$ cat config.mk
export PLATFORM = sky130hd
export DESIGN_NAME = score_bcd_counter
export DESIGN_NICKNAME = d
export VERILOG_FILES = /design/src/rtl/game_pkg.sv /design/src/rtl/bcd_digit_add.sv /design/src/rtl/score_bcd_counter.sv
export SDC_FILE = /design/constraint.sdc
export NUM_CORES = 1
export LEC_CHECK = 0
export CORE_MARGIN = 4
export CORE_UTILIZATION = 64
export DETAILED_ROUTE_END_ITERATION = 10
export DONT_BUFFER_PORTS = 1
export GPL_TIMING_DRIVEN = 0
export PLACE_DENSITY_LB_ADDON = 0.08
export SYNTH_ARGS = -nofsm -noshare
export SYNTH_HDL_FRONTEND = slang
export SYNTH_SLANG_ARGS = --single-unit
$ cat constraint.sdc
create_clock -name clk -period 10.25 [get_ports clk]
set_input_delay 0 -clock clk [delete_from_list [all_inputs] [get_ports clk]]
set_output_delay 0 -clock clk [all_outputs]
set_load 0.005 [all_outputs]
$ cat src/rtl/game_pkg.sv
// Shared types and constants for the rhythm-game score path.
package game_pkg;

  typedef logic [3:0] bcd_t;

  localparam bcd_t BCD_MAX      = 4'd9;
  localparam int   SCORE_DIGITS = 4;
  localparam int   COMBO_DIGITS = 2;

endpackage

$ cat src/rtl/bcd_digit_add.sv
// Combinational single BCD digit adder with decimal carry correction.
module bcd_digit_add
  import game_pkg::*;
(
  input  bcd_t a,
  input  bcd_t b,
  input  logic carry_in,
  output bcd_t sum,
  output logic carry_out
);

  logic [4:0] raw;
  logic [4:0] adj;

  // Binary add, then fold back into 0-9 by adding 6 when the result passes 9.
  always_comb begin
    raw       = {1'b0, a} + {1'b0, b} + {4'b0000, carry_in};
    adj       = raw + 5'd6;
    carry_out = (raw > 5'd9);
    sum       = carry_out ? adj[3:0] : raw[3:0];
  end

endmodule

$ cat src/rtl/score_bcd_counter.sv
// BCD score and combo keeper: applies one hit/miss per cycle, registers all
// digits, and strobes upd in the cycle the new values appear.
module score_bcd_counter
  import game_pkg::*;
#(
  parameter int BONUS_THRESH = 10
) (
  input  logic clk,
  input  logic rst,
  input  logic clear,
  input  logic hit,
  input  logic miss,
  input  logic [3:0] hit_pts,
  output bcd_t score_d0,
  output bcd_t score_d1,
  output bcd_t score_d2,
  output bcd_t score_d3,
  output bcd_t combo_d0,
  output bcd_t combo_d1,
  output logic saturated,
  output logic upd
);

  function automatic bcd_t clamp_pts(input logic [3:0] pts);
    return (pts > BCD_MAX) ? BCD_MAX : pts;
  endfunction

  function automatic logic [6:0] bcd2_value(input bcd_t hi, input bcd_t lo);
    return ({3'b000, hi} * 7'd10) + {3'b000, lo};
  endfunction

  logic [SCORE_DIGITS-1:0][3:0] score_p1;
  logic [COMBO_DIGITS-1:0][3:0] combo_p1;
  logic                         saturated_p1;
  logic                         vld_p1;

  bcd_t                         pts_base;
  logic [4:0]                   pts_dbl;
  logic [4:0]                   pts_dbl_m10;
  logic                         bonus;
  bcd_t                         pts_lo;
  bcd_t                         pts_hi;

  logic [SCORE_DIGITS-1:0][3:0] score_b;
  logic [SCORE_DIGITS-1:0][3:0] score_sum;
  logic [SCORE_DIGITS:0]        score_c;
  logic [COMBO_DIGITS-1:0][3:0] combo_sum;
  logic [COMBO_DIGITS:0]        combo_c;

  // Points for this hit as two BCD digits (doubled value can reach 18).
  always_comb begin
    pts_base    = clamp_pts(hit_pts);
    pts_dbl     = {pts_base, 1'b0};
    pts_dbl_m10 = pts_dbl - 5'd10;
    bonus       = (bcd2_value(combo_p1[1], combo_p1[0]) >= 7'(BONUS_THRESH));
    pts_lo      = pts_base;
    pts_hi      = 4'd0;
    if (bonus) begin
      if (pts_dbl > 5'd9) begin
        pts_lo = pts_dbl_m10[3:0];
        pts_hi = 4'd1;
      end else begin
        pts_lo = pts_dbl[3:0];
      end
    end
    score_b    = '0;
    score_b[0] = pts_lo;
    score_b[1] = pts_hi;
  end

  assign score_c[0] = 1'b0;
  assign combo_c[0] = 1'b1;

  genvar gi;
  generate
    for (gi = 0; gi < SCORE_DIGITS; gi++) begin : g_score_add
      bcd_digit_add u_add (
        .a         (score_p1[gi]),
        .b         (score_b[gi]),
        .carry_in  (score_c[gi]),
        .sum       (score_sum[gi]),
        .carry_out (score_c[gi+1])
      );
    end
    for (gi = 0; gi < COMBO_DIGITS; gi++) begin : g_combo_inc
      bcd_digit_add u_add (
        .a         (combo_p1[gi]),
        .b         (4'd0),
        .carry_in  (combo_c[gi]),
        .sum       (combo_sum[gi]),
        .carry_out (combo_c[gi+1])
      );
    end
  endgenerate

  // ---- stage p1: event priority (reset/clear > miss > hit), output registers ----
  always_ff @(posedge clk) begin
    if (rst || clear) begin
      score_p1     <= '0;
      combo_p1     <= '0;
      saturated_p1 <= 1'b0;
      vld_p1       <= 1'b0;
    end else if (miss) begin
      combo_p1 <= '0;
      vld_p1   <= 1'b1;
    end else if (hit) begin
      if (saturated_p1 || score_c[SCORE_DIGITS]) begin
        score_p1     <= {SCORE_DIGITS{BCD_MAX}};
        saturated_p1 <= 1'b1;
      end else begin
        score_p1 <= score_sum;
      end
      if (!combo_c[COMBO_DIGITS]) begin
        combo_p1 <= combo_sum;
      end
      vld_p1 <= 1'b1;
    end else begin
      vld_p1 <= 1'b0;
    end
  end

  assign score_d0  = score_p1[0];
  assign score_d1  = score_p1[1];
  assign score_d2  = score_p1[2];
  assign score_d3  = score_p1[3];
  assign combo_d0  = combo_p1[0];
  assign combo_d1  = combo_p1[1];
  assign saturated = saturated_p1;
  assign upd       = vld_p1;

endmodule

==> results of run 1 <==
flip-flops by register name, summed over array words and instances, names as in the netlist:
name	count
saturated	1
score_d1	4
score_d0	4
upd	1
score_d2	4
combo_d0	4
combo_d1	4
score_d3	4
report_power, final:
group          internal [mW]  switching, mW  leakage, nW
Clock                 0.0264         0.0323       0.0216
Sequential             0.102        0.00153        0.210
Combinational         0.0115         0.0164        0.826
cells in the final DEF (no fill, tap or decap), types with 4 or more instances in the layout:
cell | netlist | layout
o21ai_0 | 19 | 19
nand3_1 | 5 | 5
nor2b_1 | 4 | 4
xnor2_1 | 11 | 11
a21oi_1 | 31 | 31
inv_1 | 24 | 24
fa_1 | 4 | 4
dfxtp_1 | 26 | 26
dlygate4sd3_1 | 0 | 4
nand2_1 | 15 | 15
mux2i_1 | 8 | 8
a31oi_1 | 8 | 8
a21o_1 | 6 | 6
clkbuf_1 | 11 | 11
nor2_1 | 33 | 33
ha_1 | 25 | 25
nor3_1 | 7 | 7
a32o_1 | 4 | 4
nand2b_1 | 6 | 6
logic make-up (layout without fill, tap and decap cells):
family	after synthesis	count (layout)	share of synthesized area (%)
fa+ha+maj	29	29	16.6
buf+inv	38	45	6.66
simple gates	88	88	18.1
compound gates	98	98	27.8
xor+xnor	14	14	5.49
flops	26	26	22.0
mux	8	8	3.38
final cells by class:
class | count | area [um^2] | share of cell area, %
clock buffers | 3 | 41.3 | 1.65
plain buffers | 14 | 67.6 | 2.69
multi-input cells | 237 | 1690 | 67.4
inverters | 24 | 90.1 | 3.59
well taps | 46 | 57.6 | 2.30
repair buffers | 4 | 40.0 | 1.60
flip-flops and latches | 26 | 520 | 20.8
routing by layer:
| layer | up-vias | share of wire, % |
|---|---|---|
| met5 | - | 0 |
| met4 | 0 | 0.62 |
| met3 | 4 | 4.7 |
| met2 | 36 | 49 |
| met1 | 993 | 46 |
| li1 | 1096 | - |
final timing paths:
check	from	endpoint	slack [ns]
worst max-delay path	combo_d1[1]	score_d1[2]	2.21
worst min-delay path	clear	score_d2[0]	0.007
worst max register to register	combo_d1[1]	score_d1[2]	2.21
worst min register to register	score_d1[0]	score_d1[0]	0.57
what timing repair did:
action,CTS,global route
hold endpoints to repair,5,0
resized for setup,0,0
hold buffers,4,0
setup buffers,0,0
tightest hold or removal path, cell delays in order:
cell and delay [ns]:
nor2_1 0.10, o21ai_0 0.10, a21oi_1 0.04
==> out/metrics.cfg, run 1 <==
[cts]
cts_tree=done
clock_latency_ns=0.27
clock_sinks=26
h-tree-depth=1
cts_root_buffer=clkbuf_8
clkTransAtPathRegs_ns=0.09
clk_path_buf_depth=2
numCtsBuffers=3

[finish]
utilization_pct=72.8
diodes=0
final_design_area_no_fill_um2=2510
nFillCells=283
layout-drive-gt1-share_pct=4.87
final_nets=348
stdcell_count=354
synthToLayoutAreaGrowth_pct=5.86

[logic_synthesis]
syn-num-nets=339
synth_edf_count=0
synth.distinct_cells=54
yosysMostFrequentCell=nor2_1
synth_top_area_share_pct=22.0
syn_area_um2=2370
synthFlopType=dfxtp_1
ys_ff_latch=26
postSynthCellCount=301
yosys-top-cells-count=nor2_1, a21oi_1, dfxtp_1
synthArstFlopShare_pct=0
yosysWarnings=0
ys_seq_area_share_pct=22.0
synth.avg_cell_area_um2=7.87
synth_area_leader_cell=dfxtp_1
synth.top_cells.by_area=dfxtp_1, ha_1, a21oi_1, nor2_1, xnor2_1

[global_routing]
grt_use_met2_pct=41.5
antenna_found_initial=0
grt_pass1_wl_um=8490
use_met3_pct=4.70
top_usage_layer=met2
gr-usage-met1_pct=28.2
grt_usage_pct=23.0
grt_max_degree=14
gr-total-overflow=0
grt_pass1_vias=1977

[routing]
wl_per_cell_um=14.0
drt-initial-drc-count=107
via_per_inst=6.01
vias=2129
firstDrtPassIters=5
drc=0
ant_nets=0
wl_um=4970

[placed_design]
dp.cells=347
io_buffers=0
pre_cts_slack_ns=2.23
post-dp-hpwl_um=3810
placed_area_um2=2430
gp_congestion=0.795

[timing]
skew_ns=0.00333
period_minus_slack_ns=8.04
fin_crit_sh_pct=78.5
hold_viol=0
rsz0062_at_grt=false
whs_ns=0.00724
fmax_mhz=124
timing.max_slew.rel_slack_pct=63.5
drv_slew=0
fin_tns_setup_ns=0
setup_viol=0
setup_ws_ns=2.21
worstMarginPinSlew_ns=0.547

[status]
status=finished, final reports clean

[floorplan]
io_pins=35
die_h_um=68.8
fp-row-count=21
coreArea_um2=3440
start_util_pct=68.8
die_x_um=68.8
die_area_um2=4740

[setup_path]
cp.depth=37
slowest_stage=dfxtp_1
end_kind=flop
critPathMaxStageDelay_ns=0.54
cp_num_buf_inv=4
cp_common_cell=ha_1
critPathLaunchType=flop
worstSetupPathType=reg2reg
cp.arrival_ns=8.25
r2r_cells=37
cp.required_ns=10.46
crit_fanout=10
crit_family=adder cells

[power]
p_total_mw=0.190
power_leakage_nw=1.06
peakVddDrop_mv=0.0473
power.density_nw_per_um2=76.0

[job]
cap_violations=0

[worst_hold_path]
hp-class=in2reg
hold_depth=3

No activity file was read; power rests on OpenSTA's default activity.
==> run 2, diff against run 1 <==
--- a/config.mk
+++ b/config.mk
@@ -5,6 +5,7 @@
 export SDC_FILE = /design/constraint.sdc
 export NUM_CORES = 1
 export LEC_CHECK = 0
+export ABC_AREA = 1
 export CORE_MARGIN = 4
 export CORE_UTILIZATION = 64
 export DETAILED_ROUTE_END_ITERATION = 10
==> constraint.sdc (replaced) <==
create_clock -name clk -period 8.01 [get_ports clk]
set_input_delay 0 -clock clk [delete_from_list [all_inputs] [get_ports clk]]
set_output_delay 0 -clock clk [all_outputs]
set_load 0.005 [all_outputs]
==> run 2 against run 1 <==
Effect of this change:
- clock power up 58%
- first-iteration DRC count shrank 21%
- routed wire length decreased by 14%
- via count shrank 13%
- register-to-register slack lost 1.3 ns
- highest routed layer unchanged
- hold slack better by 0.037 ns
- synthesized cell count down 1.7%
- critical endpoint is now score_d1[0]
- largest power group unchanged
- largest cell class unchanged
- sequential cell count did not move
==> out/metrics.cfg, run 2 <==
[placed_design]
gp_congestion=0.803
dp.cells=340
io_buffers=0
post-dp-hpwl_um=3320
pre_cts_slack_ns=0.875

[timing]
period_minus_slack_ns=7.14
timing.max_slew.rel_slack_pct=77.6
worstMarginPinSlew_ns=0.335
drv_slew=0
skew_ns=0.0153
hold_viol=0
whs_ns=0.0445
fmax_mhz=140
fin_crit_sh_pct=89.2
setup_ws_ns=0.868
fin_tns_setup_ns=0
rsz0062_at_grt=false
setup_viol=0

[finish]
final_nets=345
layout_commonest_cell=nand2_1
utilization_pct=74.2
diodes=0
stdcell_count=350
layout-drive-gt1-share_pct=12.1
final_cell_mix=nand2_1, inv_1, nand3_1, dfxtp_1, ha_1
synthToLayoutAreaGrowth_pct=7.72

[power]
p_sw_share_pct=26.2
combinationalPowerShare_pct=15.7
clockPowerShare_pct=34.4
power_switching_mw=0.0709
power_leakage_nw=1.11
peakVddDrop_mv=0.137
p_int_mw=0.199
power.density_nw_per_um2=116
power_frac_seq_pct=50.0

[job]
cap_violations=0

[floorplan]
start_util_pct=68.8
die_x_um=66.2
die_h_um=66.2
io_pins=35
coreArea_um2=3150
fp-row-count=20
die_area_um2=4390

[cts]
clock_sinks=26
clock_latency_ns=0.34
cts_tree=done
clk_path_buf_depth=2
cts_resized=0
h-tree-depth=1
clkTransAtPathRegs_ns=0.16
numCtsBuffers=3
cts_root_buffer=clkbuf_4

[setup_path]
cp.required_ns=8.31
critPathLaunchType=flop
cp_num_buf_inv=7
crit_fanout=10
cp_common_cell=nand2_1
cp.arrival_ns=7.44
end_kind=flop
critPathMaxStageDelay_ns=0.53
crit_family=adder cells
worstSetupPathType=reg2reg
slowest_stage=dfxtp_1

[routing]
wl_um=4290
drt-initial-drc-count=85
wl_per_cell_um=12.3
vias=1854
via_per_inst=5.30
drc=0
ant_nets=0
firstDrtPassIters=4

[logic_synthesis]
yosys-top-cells-count=nand2_1, inv_1, nand3_1
synth_top_area_share_pct=24.0
synthFlopType=dfxtp_1
yosysMostFrequentCell=nand2_1
yosysWarnings=0
synth_area_leader_cell=dfxtp_1
synthArstFlopShare_pct=0
synth.avg_cell_area_um2=7.33
synth_edf_count=0
postSynthCellCount=296
ys_ff_latch=26
ys_seq_area_share_pct=24.0
syn-num-nets=334
syn_area_um2=2170
synth.top_cells.by_area=dfxtp_1, ha_1, nand2_1, inv_1, nand3_1
synth.distinct_cells=33

[global_routing]
antenna_found_initial=0
gr-total-overflow=0
grt_max_degree=16
grt_pass1_wl_um=8010
grt_usage_pct=22.7
grt_pass1_vias=1860

[worst_hold_path]
hp-class=in2reg

[status]
status=finished, final reports clean

-- run 2: cell count changes in the layout (fill, tap and decap cells not counted), sizes merged, moves of 7 or more --
cell | before | now
nand2 | 15 | 76
nand3 | 5 | 40
inv | 24 | 45
nor2 | 33 | 14
clkbuf | 14 | 3
o21ai | 21 | 11
a31oi | 8 | 0
mux2i | 8 | 0
nor3 | 7 | 0
-- run 2: cell type report --
cell class	instances	area, um^2
tap	44	55.1
clock buffer	3	22.5
inverter	45	169
clock inverter	1	30.0
multi-input combinational	223	1460
timing repair buffer	6	60.1
sequential	26	520
buffer	2	25.0
fill	268	815
-- run 2: tightest hold or removal path: stages --
cell and delay [ns]:
nand3_2 0.16, a21oi_1 0.09, nand2_1 0.06, inv_1 0.03
-- run 2: worst paths after layout --
check	end	slack [ns]	start	depth (start not counted)
max	score_d1[0]	0.87	combo_d1[1]	44
min	combo_d0[2]	0.04	hit	4
max reg2reg	score_d1[0]	0.87	combo_d1[1]	44
min reg2reg	saturated	0.52	saturated	2
-- run 2: cell families (layout without fill, tap and decap cells) --
kind of cell,after synthesis,count (layout),synth area share (%)
XOR/XNOR,13,13,5.94
buffers and inverters,47,57,8.93
AO/OA/AOI/OAI,43,43,12.0
adder cells (fa/ha/maj),29,29,18.1
flip-flops,26,26,24.0
AND/OR/NAND/NOR,138,138,31.0
-- run 2: per-stage QoR --
step	area (um^2)	total power, mW
finish	2340	0.270
global route	2340	0.284
CTS	2340	0.272
detailed placement	2230	0.177
global placement	2230	0.176
floorplan	2170	0.169
-- run 2: timing repair --
item / 4_1_cts / 5_1_grt
setup buffers: 0 / 0
hold buffers: 6 / 0
endpoints found under the hold margin: 9 / 0
setup endpoints to repair: 0 / 0
-- run 2: power groups by stage --
stage / sequential, mW / combinational, mW / clock (mW)
after detailed placement: 0.138 / 0.0390 / 0
after CTS: 0.135 / 0.0422 / 0.0943
after floorplan: 0.137 / 0.0325 / 0
after global routing: 0.136 / 0.0486 / 0.0998
final: 0.135 / 0.0424 / 0.0928
after global placement: 0.138 / 0.0385 / 0
-- run 2: layer usage --
| metal | global-route usage (%) | share of wire (%) | wire [um] |
|---|---|---|---|
| met2 | 39.5 | 48 | 2060 |
| met3 | 5.10 | 5.0 | 213 |
| met4 | 4.57 | 0.72 | 31 |
| met5 | 0 | 0 | 0 |
| met1 | 28.4 | 46 | 1990 |
==> run 3, diff against run 2 <==
--- a/config.mk
+++ b/config.mk
@@ -7,7 +7,7 @@
 export LEC_CHECK = 0
 export ABC_AREA = 1
 export CORE_MARGIN = 4
-export CORE_UTILIZATION = 64
+export CORE_UTILIZATION = 58
 export DETAILED_ROUTE_END_ITERATION = 10
 export DONT_BUFFER_PORTS = 1
 export GPL_TIMING_DRIVEN = 0
==> constraint.sdc (replaced) <==
create_clock -name clk -period 6.3 [get_ports clk]
set_input_delay 0 -clock clk [delete_from_list [all_inputs] [get_ports clk]]
set_output_delay 0 -clock clk [all_outputs]
set_load 0.005 [all_outputs]
==> run 3 against run 2 <==
Effect of this change:
- final cell count increased by 6.3%
- clock power grew 54%
- die area increased by 9.1%
- sequential share of layout area shrank 3.3 points
- clock-buffer cell count stayed put
- utilization increased by 6.5 points
- highest routed layer unchanged
==> out/metrics.cfg, run 3 (synthesis gave the netlist of run 2 again) <==
[setup_path]
critPathLaunchType=flop
crit_family=adder cells
slowest_stage=fa_2
r2r_setup_slack_ns=0.009
cp.arrival_ns=6.47
critPathMaxStageDelay_ns=0.59
cp_num_buf_inv=7
reg2reg_from=combo_d1[1]
r2r_cells=43
worstSetupPathType=reg2reg
r2r-end=score_d3[2]
cp.required_ns=6.47
crit_fanout=7
end_kind=flop

[global_routing]
gr-total-overflow=0
grt_pass1_vias=1947
antenna_found_initial=0
grt_pass1_wl_um=8560
grt_usage_pct=21.3
grt_max_degree=16

[finish]
synthToLayoutAreaGrowth_pct=28.9
layout-drive-gt1-share_pct=33.7
diodes=0
final_nets=365
utilization_pct=80.7
layout_commonest_cell=nand2_1
final_cell_mix=nand2_1, inv_1, nand3_1, dfxtp_1, buf_4
final_design_area_no_fill_um2=2800

[placed_design]
placed_area_um2=2260
post-dp-hpwl_um=3340
io_buffers=0
gp_congestion=0.758

[timing]
fmax_mhz=159
setup_viol=0
drv_slew=0
hold_viol=0
timing.max_slew.rel_slack_pct=75.8
skew_ns=0.0109
period_minus_slack_ns=6.29
worstMarginPinSlew_ns=0.362
rsz0062_at_grt=true
fin_crit_sh_pct=99.9

[job]
cap_violations=0

[floorplan]
die_x_um=69.2
die_h_um=69.2
io_pins=35
die_area_um2=4790
fp-row-count=21
start_util_pct=62.6
coreArea_um2=3470

[worst_hold_path]
hold_depth=4
hp-class=in2reg
hold_end=combo_d0[2]
holdCritStartpoint=hit

[cts]
clock_latency_ns=0.28
clkTransAtPathRegs_ns=0.10
cts_root_buffer=clkbuf_8
numCtsBuffers=3
cts_tree=done
clock_sinks=26
clk_path_buf_depth=2
h-tree-depth=1

[routing]
via_per_inst=5.53
vias=2059
drt-initial-drc-count=140
wl_per_cell_um=15.2
wl_um=5670
drc=0
ant_nets=0
firstDrtPassIters=4

[power]
peakVddDrop_mv=0.0890
power.density_nw_per_um2=139
power_leakage_nw=1.24
p_total_mw=0.390

[status]
status=finished, final reports clean

[run 3: changes by cell type in the layout (fill, tap and decap cells not counted), moves of 4 or more]
cell / before / now
inv_1: 42 / 33
buf_4: 0 / 18
ha_1: 25 / 15
ha_4: 0 / 8
nand2_4: 1 / 7
a21oi_1: 19 / 12
nand2_1: 73 / 61
nand2_2: 2 / 8
inv_2: 3 / 12
a21oi_2: 7 / 14
dfxtp_1: 26 / 22
[run 3: worst max-delay path by stage]
stage / startpoint / end / slack [ns] / cells past startpoint
final: combo_d1[1] / score_d3[2] / 0.009 / 43
after global routing: combo_d1[2] / score_d0[2] / -0.36 / 43
after CTS: combo_d1[1] / score_d1[0] / 0.001 / 44
after detailed placement: combo_d1[1] / score_d1[0] / -0.60 / 44
after global placement: combo_d1[1] / score_d1[0] / -0.49 / 44
after floorplan: combo_d1[1] / score_d1[0] / 0.008 / 44
[run 3: repair_timing]
action	CTS	global route
resized for setup	21	45
gates cloned	1	0
pin swaps	8	23
setup endpoints to repair	17	17
setup buffers	8	11
hold endpoints to repair	7	0
hold buffers	6	0
[run 3: cell type report]
cell class,instances,area (um^2)
multi-input cells,223,1710
fillers,228,671
flip-flops and latches,26,531
repair buffers,26,231
inverters,45,169
well taps,46,57.6
clock buffers,3,41.3
clock inverters,1,30.0
plain buffers,2,25.0
[run 3: layer usage]
layer	track usage (%)	routed length, um	vias up
li1	-	-	1024
met1	24.9	2290	943
met2	37.1	2820	71
met3	5.80	386	21
met4	7.59	173	0
met5	0	0	-
[run 3: tightest hold or removal path: stages]
cell	delay [ns]
nand3_2	0.16
a21oi_1	0.09
nand2_1	0.06
inv_1	0.03
[run 3: metrics by stage]
step,hold slack [ns],cells,setup slack (ns),TNS (ns)
after floorplan,0.154,296,0.00796,0
after global placement,0.199,342,-0.494,-7.09
after detailed placement,0.203,342,-0.602,-9.02
after CTS,0.0887,361,0.00135,0
after global routing,0.131,372,-0.363,-5.30
final,0.0941,372,0.00889,0
[run 3: where the power goes]
| part | leakage (nW) | total [mW] | switching (mW) | internal [mW] |
|---|---|---|---|---|
| registers | 0.213 | 0.171 | 0.00424 | 0.166 |
| clock network | 0.0357 | 0.143 | 0.0581 | 0.0852 |
| logic | 0.987 | 0.0759 | 0.0436 | 0.0322 |
| total | 1.24 | 0.390 | 0.106 | 0.284 |
